### src/rtl/esp32_boot_pkg.sv
// Shared constants for the ESP32 EN/GPIO0 strap sequencer.
package esp32_boot_pkg;

  typedef logic [2:0] state_t;

  localparam state_t ST_IDLE       = 3'd0;
  localparam state_t ST_EN_LOW     = 3'd1;
  localparam state_t ST_STRAP_HOLD = 3'd2;
  localparam state_t ST_SETTLE     = 3'd3;
  localparam state_t ST_DONE       = 3'd4;

  localparam logic MODE_RUN  = 1'b0;
  localparam logic MODE_BOOT = 1'b1;

  // Released ESP32: EN high, GPIO0 pulled high (normal run strap).
  localparam logic IDLE_WIFI_EN    = 1'b1;
  localparam logic IDLE_WIFI_GPIO0 = 1'b1;

  // Counter width able to hold (largest phase length - 1); never below 1 bit.
  function automatic int unsigned cnt_width(input int unsigned a,
                                            input int unsigned b,
                                            input int unsigned c);
    int unsigned m;
    int unsigned w;
    m = a;
    if (b > m) m = b;
    if (c > m) m = c;
    w = $clog2(m);
    return (w < 1) ? 1 : w;
  endfunction

endpackage

### src/rtl/esp32_boot_sequencer_timer.sv
// Loadable down-counter pacing each timed phase of the boot sequence.
module boot_delay_timer #(
  parameter int unsigned WIDTH = 1
) (
  input  logic             clk_25mhz,
  input  logic             rst_n,
  input  logic             load,
  input  logic             en,
  input  logic [WIDTH-1:0] load_value,
  output logic             zero
);

  logic [WIDTH-1:0] cnt_q, cnt_d;

  // Load wins over decrement; the count parks at zero instead of wrapping.
  always_comb begin
    cnt_d = cnt_q;
    if (load) begin
      cnt_d = load_value;
    end else if (en && (cnt_q != '0)) begin
      cnt_d = cnt_q - WIDTH'(1);
    end
  end

  // Counter register.
  always_ff @(posedge clk_25mhz or negedge rst_n) begin
    if (!rst_n) begin
      cnt_q <= '0;
    end else begin
      cnt_q <= cnt_d;
    end
  end

  assign zero = (cnt_q == '0);

endmodule

### src/rtl/esp32_boot_sequencer.sv
// Drives the ESP32 EN/GPIO0 reset-strap sequence into run or bootloader mode.
//
// state         | meaning
// --------------+--------------------------------------------------------
// ST_IDLE       | ESP32 released, ready for a request
// ST_EN_LOW     | EN held low, GPIO0 at strap value (~mode)
// ST_STRAP_HOLD | EN high, GPIO0 still at strap value while ESP32 samples it
// ST_SETTLE     | EN high, GPIO0 released high, waiting for ESP32 to start
// ST_DONE       | one-cycle completion pulse
module esp32_boot_sequencer
  import esp32_boot_pkg::*;
#(
  parameter int unsigned EN_LOW_CYCLES     = 2_500_000,
  parameter int unsigned STRAP_HOLD_CYCLES = 1_250_000,
  parameter int unsigned SETTLE_CYCLES     = 250_000
) (
  input  logic clk_25mhz,
  input  logic rst_n,
  input  logic req_valid,
  input  logic req_boot,
  output logic req_ready,
  output logic busy,
  output logic done,
  output logic uart_hold,
  output logic wifi_en,
  output logic wifi_gpio0
);

  localparam int unsigned CNT_W = cnt_width(EN_LOW_CYCLES, STRAP_HOLD_CYCLES, SETTLE_CYCLES);

  localparam logic [CNT_W-1:0] EN_LOAD     = CNT_W'(EN_LOW_CYCLES - 1);
  localparam logic [CNT_W-1:0] HOLD_LOAD   = CNT_W'(STRAP_HOLD_CYCLES - 1);
  localparam logic [CNT_W-1:0] SETTLE_LOAD = CNT_W'(SETTLE_CYCLES - 1);

  state_t           state_q, state_d;
  logic             mode_q, mode_d;
  logic             wifi_en_q, wifi_en_d;
  logic             wifi_gpio0_q, wifi_gpio0_d;
  logic             timer_load;
  logic [CNT_W-1:0] timer_load_value;
  logic             timer_zero;
  logic             timed_state;

  assign timed_state = (state_q == ST_EN_LOW) || (state_q == ST_STRAP_HOLD) ||
                       (state_q == ST_SETTLE);

  boot_delay_timer #(
    .WIDTH (CNT_W)
  ) u_timer (
    .clk_25mhz  (clk_25mhz),
    .rst_n      (rst_n),
    .load       (timer_load),
    .en         (timed_state),
    .load_value (timer_load_value),
    .zero       (timer_zero)
  );

  // Next-state logic; the timer is reloaded on every transition into a timed phase.
  always_comb begin
    state_d          = state_q;
    mode_d           = mode_q;
    timer_load       = 1'b0;
    timer_load_value = EN_LOAD;
    case (state_q)
      ST_IDLE: begin
        if (req_valid) begin
          mode_d     = req_boot;
          state_d    = ST_EN_LOW;
          timer_load = 1'b1;
        end
      end
      ST_EN_LOW: begin
        if (timer_zero) begin
          state_d          = ST_STRAP_HOLD;
          timer_load       = 1'b1;
          timer_load_value = HOLD_LOAD;
        end
      end
      ST_STRAP_HOLD: begin
        if (timer_zero) begin
          state_d          = ST_SETTLE;
          timer_load       = 1'b1;
          timer_load_value = SETTLE_LOAD;
        end
      end
      ST_SETTLE: begin
        if (timer_zero) state_d = ST_DONE;
      end
      ST_DONE: state_d = ST_IDLE;
      default: state_d = ST_IDLE;
    endcase
  end

  // Pin values follow the state being entered so EN and GPIO0 are glitch-free registers.
  always_comb begin
    wifi_en_d    = (state_d != ST_EN_LOW);
    wifi_gpio0_d = !((mode_d == MODE_BOOT) &&
                     ((state_d == ST_EN_LOW) || (state_d == ST_STRAP_HOLD)));
  end

  // State, mode and pin registers; reset releases the ESP32 into normal run.
  always_ff @(posedge clk_25mhz or negedge rst_n) begin
    if (!rst_n) begin
      state_q      <= ST_IDLE;
      mode_q       <= MODE_RUN;
      wifi_en_q    <= IDLE_WIFI_EN;
      wifi_gpio0_q <= IDLE_WIFI_GPIO0;
    end else begin
      state_q      <= state_d;
      mode_q       <= mode_d;
      wifi_en_q    <= wifi_en_d;
      wifi_gpio0_q <= wifi_gpio0_d;
    end
  end

  assign req_ready  = (state_q == ST_IDLE);
  assign busy       = timed_state;
  assign done       = (state_q == ST_DONE);
  assign uart_hold  = timed_state;
  assign wifi_en    = wifi_en_q;
  assign wifi_gpio0 = wifi_gpio0_q;

endmodule

### config.mk
export PLATFORM = sky130hd
export DESIGN_NAME = esp32_boot_sequencer
export DESIGN_NICKNAME = d
export VERILOG_FILES = /design/src/rtl/esp32_boot_pkg.sv /design/src/rtl/esp32_boot_sequencer_timer.sv /design/src/rtl/esp32_boot_sequencer.sv
export SDC_FILE = /design/constraint.sdc
export NUM_CORES = 1
export LEC_CHECK = 0
export BUFFER_PORTS_ARGS = -buffer_cell sky130_fd_sc_hd__buf_2
export CAP_MARGIN = 20
export CORE_AREA = 2 2 79 100
export CTS_BUF_LIST = sky130_fd_sc_hd__clkbuf_4 sky130_fd_sc_hd__clkbuf_8
export DETAILED_ROUTE_END_ITERATION = 10
export DIE_AREA = 0 0 81 102
export PLACE_DENSITY = 0.37
export SLEW_MARGIN = 20
export SYNTH_ARGS = -nofsm -noshare
export SYNTH_HDL_FRONTEND = slang
export SYNTH_SLANG_ARGS = --single-unit
export TNS_END_PERCENT = 20
### constraint.sdc
create_clock -name clk_25mhz -period 2.8 [get_ports clk_25mhz]
set_input_delay 0.14 -clock clk_25mhz [delete_from_list [all_inputs] [get_ports clk_25mhz]]
set_output_delay 0.14 -clock clk_25mhz [all_outputs]
set_load 0.01 [all_outputs]
After elaboration in Yosys (flattened, before gate mapping)
Cells that the tools add are included.
{"block": "word_totals", "elab_cells": 39, "output_inout_bits": 6, "in_bits": 4, "reg_bits": 28}
{"block": "classes", "eq_ne": 7, "n_addsub": 1, "n_reduce_logical": 11, "muxes": 15}
{"cell": "$mux 22", "n": 4}
{"cell": "$pmux 22 s2", "n": 1}
{"cell": "$logic_not 22->1", "n": 1}
{"cell": "$reduce_bool 22->1", "n": 1}
{"cell": "$sub 22x1->22 const B", "n": 1}
{"cell": "$mux 3", "n": 4}
{"cell": "$pmux 3 s4", "n": 1}
{"cell": "$eq 3x2->1 const B", "n": 3}
{"cell": "$eq 3x1->1 const B", "n": 2}
{"cell": "$mux 1", "n": 4}
{"cell": "$eq 3x3->1 const B", "n": 1}
{"cell": "$logic_not 3->1", "n": 1}
{"cell": "$logic_or 1x1->1", "n": 3}
{"cell": "$ne 3x1->1 const B", "n": 1}
{"cell": "$logic_and 1x1->1", "n": 2}
{"cell": "$pmux 1 s2", "n": 1}
{"cell": "$reduce_bool 2->1", "n": 1}
{"cell": "$reduce_or 2->1", "n": 1}
{"cell": "$logic_not 1->1", "n": 1}

Longest topological paths before layout
Gate-level depths: netlist of the first run.
{"block": "logic_depth", "depth_word": 7, "ltp_mapped": 10, "ltp_nobuf": 8}

Hierarchy
From an unflattened synthesis of the first run, not the netlist that was laid out.
{"block": "hier_totals", "cells_unflattened": 183, "area_unflattened_um2": 1798.0}
{"module": "boot_delay_timer", "seq_area_each_um2": 550.5, "n_inst": 1, "area_each_um2": 1387.6, "cells_per_inst": 145}
{"module": "esp32_boot_sequencer", "seq_area_each_um2": 152.6, "n_inst": 1, "area_each_um2": 410.4, "cells_per_inst": 38}

Least setup slack after synthesis of the first run
Ideal clock, no wire load.
{"block": "synth_timing", "path_type": "reg-to-reg", "startpoint": "reg u_timer.cnt_q[0]", "endpoint": "reg u_timer.cnt_q[20]", "arrival_time_ps": 2015, "path_slack_ps": 716, "path_stages_with_launch": 8, "n_path_buf": 0, "cell_sequence": "dfrtp_1 -> inv_1 -> ha_1 -> nor3b_1 -> nand4_1 -> or4_1 -> or3_1 -> nand3_1"}
{"block": "synth_between", "elab_chain_len": 4, "word_cells_on_any_way": 11, "classes_between": "add/sub: 1; mux: 6; reduce/logical: 4"}
{"element": "from (decl)", "line": "esp32_boot_sequencer_timer.sv:13", "text": "logic [WIDTH-1:0] cnt_q, cnt_d;"}
{"element": "from (signal assigned)", "line": "esp32_boot_sequencer_timer.sv:30", "text": "cnt_q <= cnt_d;"}
{"element": "parallel branches: the longest is 4 deep, another holds $sub 22x1->22"}
Parallel ways; which one is timed is not known. The select of a mux whose other input is x is not followed.
A chain may end at the register's enable or synchronous reset.

Worst setup path after layout of the first run
{"block": "layout_timing", "startpoint": "reg u_timer.cnt_q[0]", "endpoint": "reg u_timer.cnt_q[6]"}
Same word-level chain as after synthesis.

==> results of run 1 <==
sequential cells by signal (all words and copies together), names as in the netlist:
signal / flops
u_timer.cnt_q: 22
wifi_en: 1
wifi_gpio0: 1
mode_q: 1
state_q: 3
worst reg2reg max path, cell delays in order (launching register included):
cell and delay, ns:
dfrtp_1 0.44, inv_1 0.10, ha_1 0.14, nor4b_1 0.41, and4_1 0.44, a31oi_2 0.26
nand2_2 0.31, o21ai_1 0.11, a22o_1 0.23
logic make-up after synthesis:
group                      Yosys count
DFF                                 28
adders and majority gates            2
xor gates and xnor gates             7
AOI/OAI and AO/OA                   49
muxes                                1
buffers and inverters               19
and+or+nand+nor                     94
power breakdown:
group	leakage (nW)	total (mW)	switching (mW)	internal [mW]
Combinational	0.427	0.0116	0.00912	0.00244
Sequential	0.298	0.404	0	0.404
Clock	0.0288	0.271	0.144	0.127
Total	0.753	0.686	0.153	0.533
what timing repair did:
item,4_1_cts,5_1_grt
endpoints found under the setup margin,0,7
hold endpoints to repair,26,0
gates resized for setup,0,2
hold buffers,1,0
per-layer routing:
layer	part of all wire (%)	track usage (%)	wire length, um
met1	45	16.5	2180
met2	48	21.0	2290
met3	3.3	1.77	156
met4	3.4	6.52	165
met5	0	0	0
stage by stage:
step	instance area, um2	setup slack, ns
2_1_floorplan	1710	0.716
3_3_place_gp	1880	0.0866
3_5_place_dp	1880	0.164
4_1_cts	1940	0.139
5_1_grt	1950	0.0457
6_report	1950	0.263
cell type report:
type	instances	area share [%]
Timing Repair Buffer	18	5.90
Multi-Input combinational cell	153	47.6
Tap cell	92	5.90
Sequential cell	28	36.1
Inverter	9	1.73
Clock buffer	4	2.82
worst paths after layout:
kind / slack, ns / end / from / cells after the start
setup / recovery: 0.26 / u_timer.cnt_q[6] / u_timer.cnt_q[0] / 8
hold / removal: 0.10 / mode_q / req_boot / 2
setup reg to reg: 0.26 / u_timer.cnt_q[6] / u_timer.cnt_q[0] / 8
hold reg to reg: 0.53 / mode_q / mode_q / 1
max in group asynchronous: 1.97 / state_q[0] / rst_n / 2
min in group asynchronous: 0.41 / mode_q / rst_n / 2
cell usage after synthesis, types with 2 or more instances:
master,count,area [um2]
inv_1,9,33.8
nor4_1,2,12.5
or3_1,3,18.8
o221ai_1,2,17.5
buf_2,2,10.0
a32oi_1,2,17.5
nor2b_1,2,12.5
nand3_1,5,25.0
o21a_1,2,15.0
o211ai_1,2,15.0
a31oi_1,2,12.5
ha_1,2,25.0
xor2_1,3,26.3
dfstp_2,2,52.6
xnor2_1,4,35.0
nor2_1,18,67.6
clkbuf_1,4,15.0
or3_4,2,22.5
and2_1,3,18.8
buf_4,3,22.5
or4_1,2,15.0
dfrtp_1,26,651
o21ai_0,9,45.0
nand4_1,4,25.0
nand2_1,23,86.3
a21o_1,2,15.0
nor4_2,2,25.0
a21oi_1,12,60.1
o21ai_1,6,30.0
nor3_1,14,70.1
==> flow_summary.toml, run 1 <==
[synthesis]
synthesis.nets = 206
synth_top_family_by_area = "simple AND/OR/NAND/NOR gates"
syn_inst = 200
synthAdderAreaFrac_pct = 1.46
netlist_area_um2 = 1710
synth_seq_area_share_pct = 41.1
yosysUniqueCellTypes = 56
synthMuxAreaShare_pct = 0.658
synth_edf_count = 0
postSynthAreaPerCell_um2 = 8.56
synth_simple_gate_area_share_pct = 29.9
synth_xor_xnor_area_share_pct = 3.58
ys_async_sr_fraction_pct = 100
ys_ff_latch = 28
synth-compound-area-share_pct = 18.3
yosysWarningCount = 0
synthFlopType = "dfrtp_1"

[clock_tree]
h-tree-depth = 1
cts_tree = "built"
cts.sinks = 28
cts-root-buf = "clkbuf_8"
clk_path_buf_depth = 2
cts_buffers = 3
insertion_delay_ns = 0.29
path_clk_slew_ns = 0.11
post_cts.repair.setup_buffers = 0

[global_route]
grt_first_pass_wirelength_um = 8050
first_global_vias = 1533
antenna_found_initial = 0
grt_max_degree = 29
gr-total-overflow = 0
grt_usage_pct = 12.9

[run]
drv_cap = 0

[routing]
first_iter_violations = 77
drc_errors = 0
via_per_inst = 4.96
wirelength_um = 4790
vias = 1508
first_pass_iters = 4
ant_nets = 0
wl_per_cell_um = 15.8

[timing]
relSlewSlack_pct = 55.7
holdWs_ns = 0.104
post-route-period-util_pct = 90.6
setup-tns-final_ns = 0
slew_violations = 0
skew_ns = 0.00747
fmax_mhz = 394
finalSetupViolations = 0
rsz0062_at_grt = "false"
period_minus_slack_ns = 2.54
max_slew.worst_pin.slew_ns = 0.665
report.final.hold_viol_count = 0

[cells_and_area]
nFillCells = 815
regArea_um2 = 703
syn_to_final_growth_pct = 13.9
multiInputGateArea_um2 = 927
drive_gt1_share_pct = 17.9
diodes = 0
layout_commonest_cell = "dfrtp_1"
final_cells = 304
layout_common_cells = "dfrtp_1 (26), nand2_1 (21), nor2_1 (18), nor3_1 (14), a21oi_1 (12)"
utilization_pct = 26.8
nets = 219

[critical_path]
crit_chain = "inv_1, ha_1, nor4b_1, and4_1, a31oi_2, nand2_2, o21ai_1, a22o_1"
cp.arrival_ns = 2.72
critPathLaunchType = "register"
cp.required_ns = 2.99
critPathMaxFanout = 10
critical-path-max-stage-delay_ns = 0.44
path_class = "reg -> reg"
cp_top_family = "simple AND/OR/NAND/NOR gates"
cp_slowest_cell = "dfrtp_1"
endpoint_kind = "register"
crit_buf_inv = 1

[power_and_ir_drop]
ir_drop_v = 0.000160
total_power_uw = 686
p_per_area_nw_per_um2 = 352
leakage_nw = 0.753

[placement]
routabilityCongestion = 0.754
portBuffers = 9
numPlacedInstances = 299
dp_hpwl_um = 3500

[floorplanning]
fp.dieArea_um2 = 8260
initial_core_util_pct = 23.5
die_h_um = 102
die_w_um = 81
num_rows = 35
core-area_um2 = 7270
ios = 10

[status]
outcome = "finished, final reports clean"

[hold_path]
hold_class = "in -> reg"
Power figures use the tool's default switching activity.
==> inputs of run 2 (changes only) <==
--- a/config.mk
+++ b/config.mk
@@ -7,11 +7,11 @@
 export LEC_CHECK = 0
 export BUFFER_PORTS_ARGS = -buffer_cell sky130_fd_sc_hd__buf_2
 export CAP_MARGIN = 20
-export CORE_AREA = 2 2 79 100
+export CORE_AREA = 2 2 56 71
 export CTS_BUF_LIST = sky130_fd_sc_hd__clkbuf_4 sky130_fd_sc_hd__clkbuf_8
 export DETAILED_ROUTE_END_ITERATION = 10
-export DIE_AREA = 0 0 81 102
-export PLACE_DENSITY = 0.37
+export DIE_AREA = 0 0 58 73
+export PLACE_DENSITY = 0.64
 export SLEW_MARGIN = 20
 export SYNTH_ARGS = -nofsm -noshare
 export SYNTH_HDL_FRONTEND = slang
==> flow_summary.toml, run 2 (synthesized netlist as in run 1, its figures left out) <==
[floorplanning]
fp.dieArea_um2 = 4230
die_h_um = 73
die_w_um = 58
initial_core_util_pct = 47.2
num_rows = 25
ios = 10
core-area_um2 = 3630

[timing]
report.final.hold_viol_count = 0
holdWs_ns = 0.103
period_minus_slack_ns = 2.45
setup-tns-final_ns = 0
max_slew.worst_pin.slew_ns = 0.658
relSlewSlack_pct = 56.2
skew_ns = 0.00200
rsz0062_at_grt = "false"
post-route-period-util_pct = 87.5
slew_violations = 0
finalSetupViolations = 0
setup_ws_ns = 0.349
fmax_mhz = 408

[power_and_ir_drop]
combPwrFrac_pct = 1.8
p_sw_uw = 140
leakage_nw = 0.722
p_per_area_nw_per_um2 = 352
power.internal_uw = 504
ir_drop_v = 0.000221
total_power_uw = 643
p_clk_share_pct = 35.4
seqPwrFrac_pct = 62.8
swShare_pct = 21.7

[clock_tree]
cts_resized = 0
cts_tree = "built"
path_clk_slew_ns = 0.09
h-tree-depth = 1
ctsHoldBuffers = 1
cts.sinks = 28
post_cts.repair.setup_buffers = 0
cts-root-buf = "clkbuf_8"
clk_path_buf_depth = 2
insertion_delay_ns = 0.28
cts_buffers = 3

[routing]
first_iter_violations = 120
wl_per_cell_um = 16.8
drc_errors = 0
vias = 1541
ant_nets = 0
wirelength_um = 4130
via_per_inst = 6.26
first_pass_iters = 4

[cells_and_area]
regMostFlops = "u_timer.cnt_q"
layout_commonest_cell = "dfrtp_1"
nFillCells = 358
largest_reg_flops = 22
layout_common_cells = "dfrtp_1 (26), nand2_1 (23), nor2_1 (18), nor3_1 (14), a21oi_1 (12)"
nets = 214
syn_to_final_growth_pct = 6.80
final_cells = 246
reg_top3 = "u_timer.cnt_q x22, state_q x3"
diodes = 0
final_cell_area_um2 = 1830
multiInputGateArea_um2 = 922
utilization_pct = 50.4
drive_gt1_share_pct = 14.6
regArea_um2 = 703

[global_route]
grt_max_degree = 29
first_global_vias = 1473
antenna_found_initial = 0
gr-total-overflow = 0
grt_usage_pct = 21.2
grt_first_pass_wirelength_um = 6860

[critical_path]
critical-path-max-stage-delay_ns = 0.42
cp.required_ns = 2.98
critPathLaunchType = "register"
crit_chain = "inv_1, ha_1, nor4b_1, and4_1, a31oi_2, nand2_1, o21ai_1, a22o_1"
cp_slowest_cell = "dfrtp_1"
critPathMaxFanout = 10
cp_top_family = "simple AND/OR/NAND/NOR gates"
cp.arrival_ns = 2.63
path_class = "reg -> reg"
crit_buf_inv = 1
endpoint_kind = "register"

[run]
drv_cap = 0

[placement]
dp_hpwl_um = 3040
routabilityCongestion = 0.898
postPlaceCellArea_um2 = 1780
portBuffers = 9
place_ws_ns = 0.405
numPlacedInstances = 242

[status]
outcome = "finished, final reports clean"

[hold_path]
hold_class = "in -> reg"
## run 2: cell count changes in the layout (fill, tap and decap cells not counted), sizes merged
| cell | previous run | this run |
|---|---|---|
| buf | 17 | 12 |
| clkbuf | 4 | 3 |
## run 2: power groups by stage
stage / combinational (mW) / sequential, mW / clock, mW
5_1_grt: 0.0134 / 0.404 / 0.243
2_1_floorplan: 0.0000681 / 0.412 / 0
3_5_place_dp: 0.0109 / 0.412 / 0
3_3_place_gp: 0.0105 / 0.412 / 0
6_report: 0.0114 / 0.404 / 0.228
4_1_cts: 0.0118 / 0.404 / 0.229
## run 2: layout make-up
class	count	area share, %
Multi-Input combinational cell	153	50.4
Sequential cell	28	38.5
Timing Repair Buffer	13	4.24
Tap cell	40	2.74
Clock buffer	3	2.26
Inverter	9	1.85
## run 2: path summary, 6_finish.rpt
path	start	end	slack, ns	depth (start not counted)
worst min register to register	u_timer.cnt_q[9]	u_timer.cnt_q[9]	0.51	1
min in group asynchronous	rst_n	u_timer.cnt_q[16]	0.42	2
worst max register to register	u_timer.cnt_q[0]	u_timer.cnt_q[6]	0.35	8
worst min-delay path	req_boot	mode_q	0.10	2
worst max-delay path	u_timer.cnt_q[0]	u_timer.cnt_q[6]	0.35	8
max in group asynchronous	rst_n	u_timer.cnt_q[2]	1.96	2
## run 2: per-layer routing
| metal | up-vias | share of wire [%] | global-route usage [%] |
|---|---|---|---|
| met5 | - | 0 | 0 |
| met4 | 0 | 2.0 | 10.1 |
| met1 | 763 | 44 | 26.7 |
| li1 | 726 | - | - |
| met2 | 43 | 50 | 35.7 |
| met3 | 9 | 3.9 | 2.84 |
## run 2: worst register-to-register path: stages, from the launching register on
cell     delay (ns)
dfrtp_1        0.42
inv_1          0.09
ha_1           0.14
nor4b_1        0.29
and4_1         0.42
a31oi_2        0.23
nand2_1        0.37
o21ai_1        0.14
a22o_1         0.24
==> inputs of run 3 (changes only) <==
==> constraint.sdc (replaced) <==
create_clock -name clk_25mhz -period 2.8 [get_ports clk_25mhz]
set_input_delay 0.28 -clock clk_25mhz [delete_from_list [all_inputs] [get_ports clk_25mhz]]
set_output_delay 0.28 -clock clk_25mhz [all_outputs]
set_load 0.01 [all_outputs]
==> flow_summary.toml, run 3 (synthesized netlist as in run 1, its figures left out) <==
[global_route]
antenna_found_initial = 0
gr-total-overflow = 0
grt_max_degree = 29
grt_usage_pct = 21.2
grt_first_pass_wirelength_um = 6830
first_global_vias = 1461

[cells_and_area]
layout_common_cells = "dfrtp_1 (26), nand2_1 (23), nor2_1 (18), nor3_1 (14), a21oi_1 (12)"
final_cell_area_um2 = 1820
reg_top3 = "u_timer.cnt_q x22, state_q x3"
nets = 213
drive_gt1_share_pct = 14.6
regArea_um2 = 703
regMostFlops = "u_timer.cnt_q"
largest_reg_flops = 22
nFillCells = 359
multiInputGateArea_um2 = 922
diodes = 0
syn_to_final_growth_pct = 6.21
layout_commonest_cell = "dfrtp_1"

[critical_path]
cp_num_cells = 8
cp.arrival_ns = 2.62
cp.required_ns = 2.98
path_class = "reg -> reg"
cp_slowest_cell = "dfrtp_1"
crit_chain = "inv_1, ha_1, nor4b_1, and4_1, a31oi_2, nand2_1, o21ai_1, a22o_1"
critical-path-max-stage-delay_ns = 0.42
crit_buf_inv = 1
critPathLaunchType = "register"
endpoint_kind = "register"
cp_top_family = "simple AND/OR/NAND/NOR gates"
critPathMaxFanout = 10
rr_worst_depth = 8

[power_and_ir_drop]
total_power_uw = 641
leakage_nw = 0.717
p_per_area_nw_per_um2 = 352
ir_drop_v = 0.000221

[placement]
portBuffers = 9
routabilityCongestion = 0.898
dp_hpwl_um = 3040
postPlaceCellArea_um2 = 1780

[routing]
vias = 1536
wl_per_cell_um = 16.8
ant_nets = 0
drc_errors = 0
wirelength_um = 4110
first_iter_violations = 136
first_pass_iters = 4
via_per_inst = 6.27

[timing]
fmax_mhz = 409
skew_ns = 0.00308
period_minus_slack_ns = 2.44
rsz0062_at_grt = "false"
post-route-period-util_pct = 87.3
slew_violations = 0
max_slew.worst_pin.slew_ns = 0.652
finalSetupViolations = 0
report.final.hold_viol_count = 0
setup-tns-final_ns = 0
relSlewSlack_pct = 56.5

[clock_tree]
path_clk_slew_ns = 0.10
cts_resized = 0
h-tree-depth = 1
cts_buffers = 3
clk_path_buf_depth = 2
ctsHoldBuffers = 0
insertion_delay_ns = 0.28
cts.sinks = 28
cts-root-buf = "clkbuf_8"
cts_tree = "built"
post_cts.repair.setup_buffers = 0

[floorplanning]
initial_core_util_pct = 47.2
die_h_um = 73
num_rows = 25
fp.dieArea_um2 = 4230
die_w_um = 58
core-area_um2 = 3630
ios = 10

[run]
drv_cap = 0

[status]
outcome = "finished, final reports clean"

[hold_path]
hold_class = "in -> async"
run 3: changes by cell type in the layout (fill, tap and decap cells not counted):
cell           before  now
dlygate4sd3_1       1    0
run 3: layer usage:
metal	routed length, um	vias to the layer above	GRT usage [%]
li1	-	727	-
met1	1820	753	26.7
met2	2040	47	35.5
met3	156	9	2.84
met4	91	0	10.1
met5	0	-	0
run 3: final cells by class:
cell class	instances	share of cell area (%)
Clock buffer	3	2.27
Sequential cell	28	38.7
Timing Repair Buffer	12	3.72
Inverter	9	1.86
Tap cell	40	2.75
Multi-Input combinational cell	153	50.7
run 3: through the flow:
stage	std cells	util, %	setup WS (ns)	hold slack (ns)
2_1_floorplan	200	-	0.716	-0.0156
3_3_place_gp	242	49.0	0.448	0.333
3_5_place_dp	242	49.0	0.405	0.343
4_1_cts	245	50.1	0.371	0.0319
5_1_grt	245	50.1	0.174	0.0571
6_report	245	50.1	0.355	0.0163
run 3: worst paths after layout:
check,start,to,slack [ns]
worst max-delay path,u_timer.cnt_q[0],u_timer.cnt_q[6],0.36
worst min-delay path,rst_n,u_timer.cnt_q[16],0.02
worst max register to register,u_timer.cnt_q[0],u_timer.cnt_q[6],0.36
worst min register to register,u_timer.cnt_q[9],u_timer.cnt_q[9],0.51
max in group asynchronous,rst_n,u_timer.cnt_q[2],2.36
min in group clk_25mhz,req_boot,mode_q,0.25
run 3: where the power goes:
group          switching [mW]  internal, mW
clock                   0.129        0.0970
combinational         0.00872       0.00155
sequential                  0         0.404
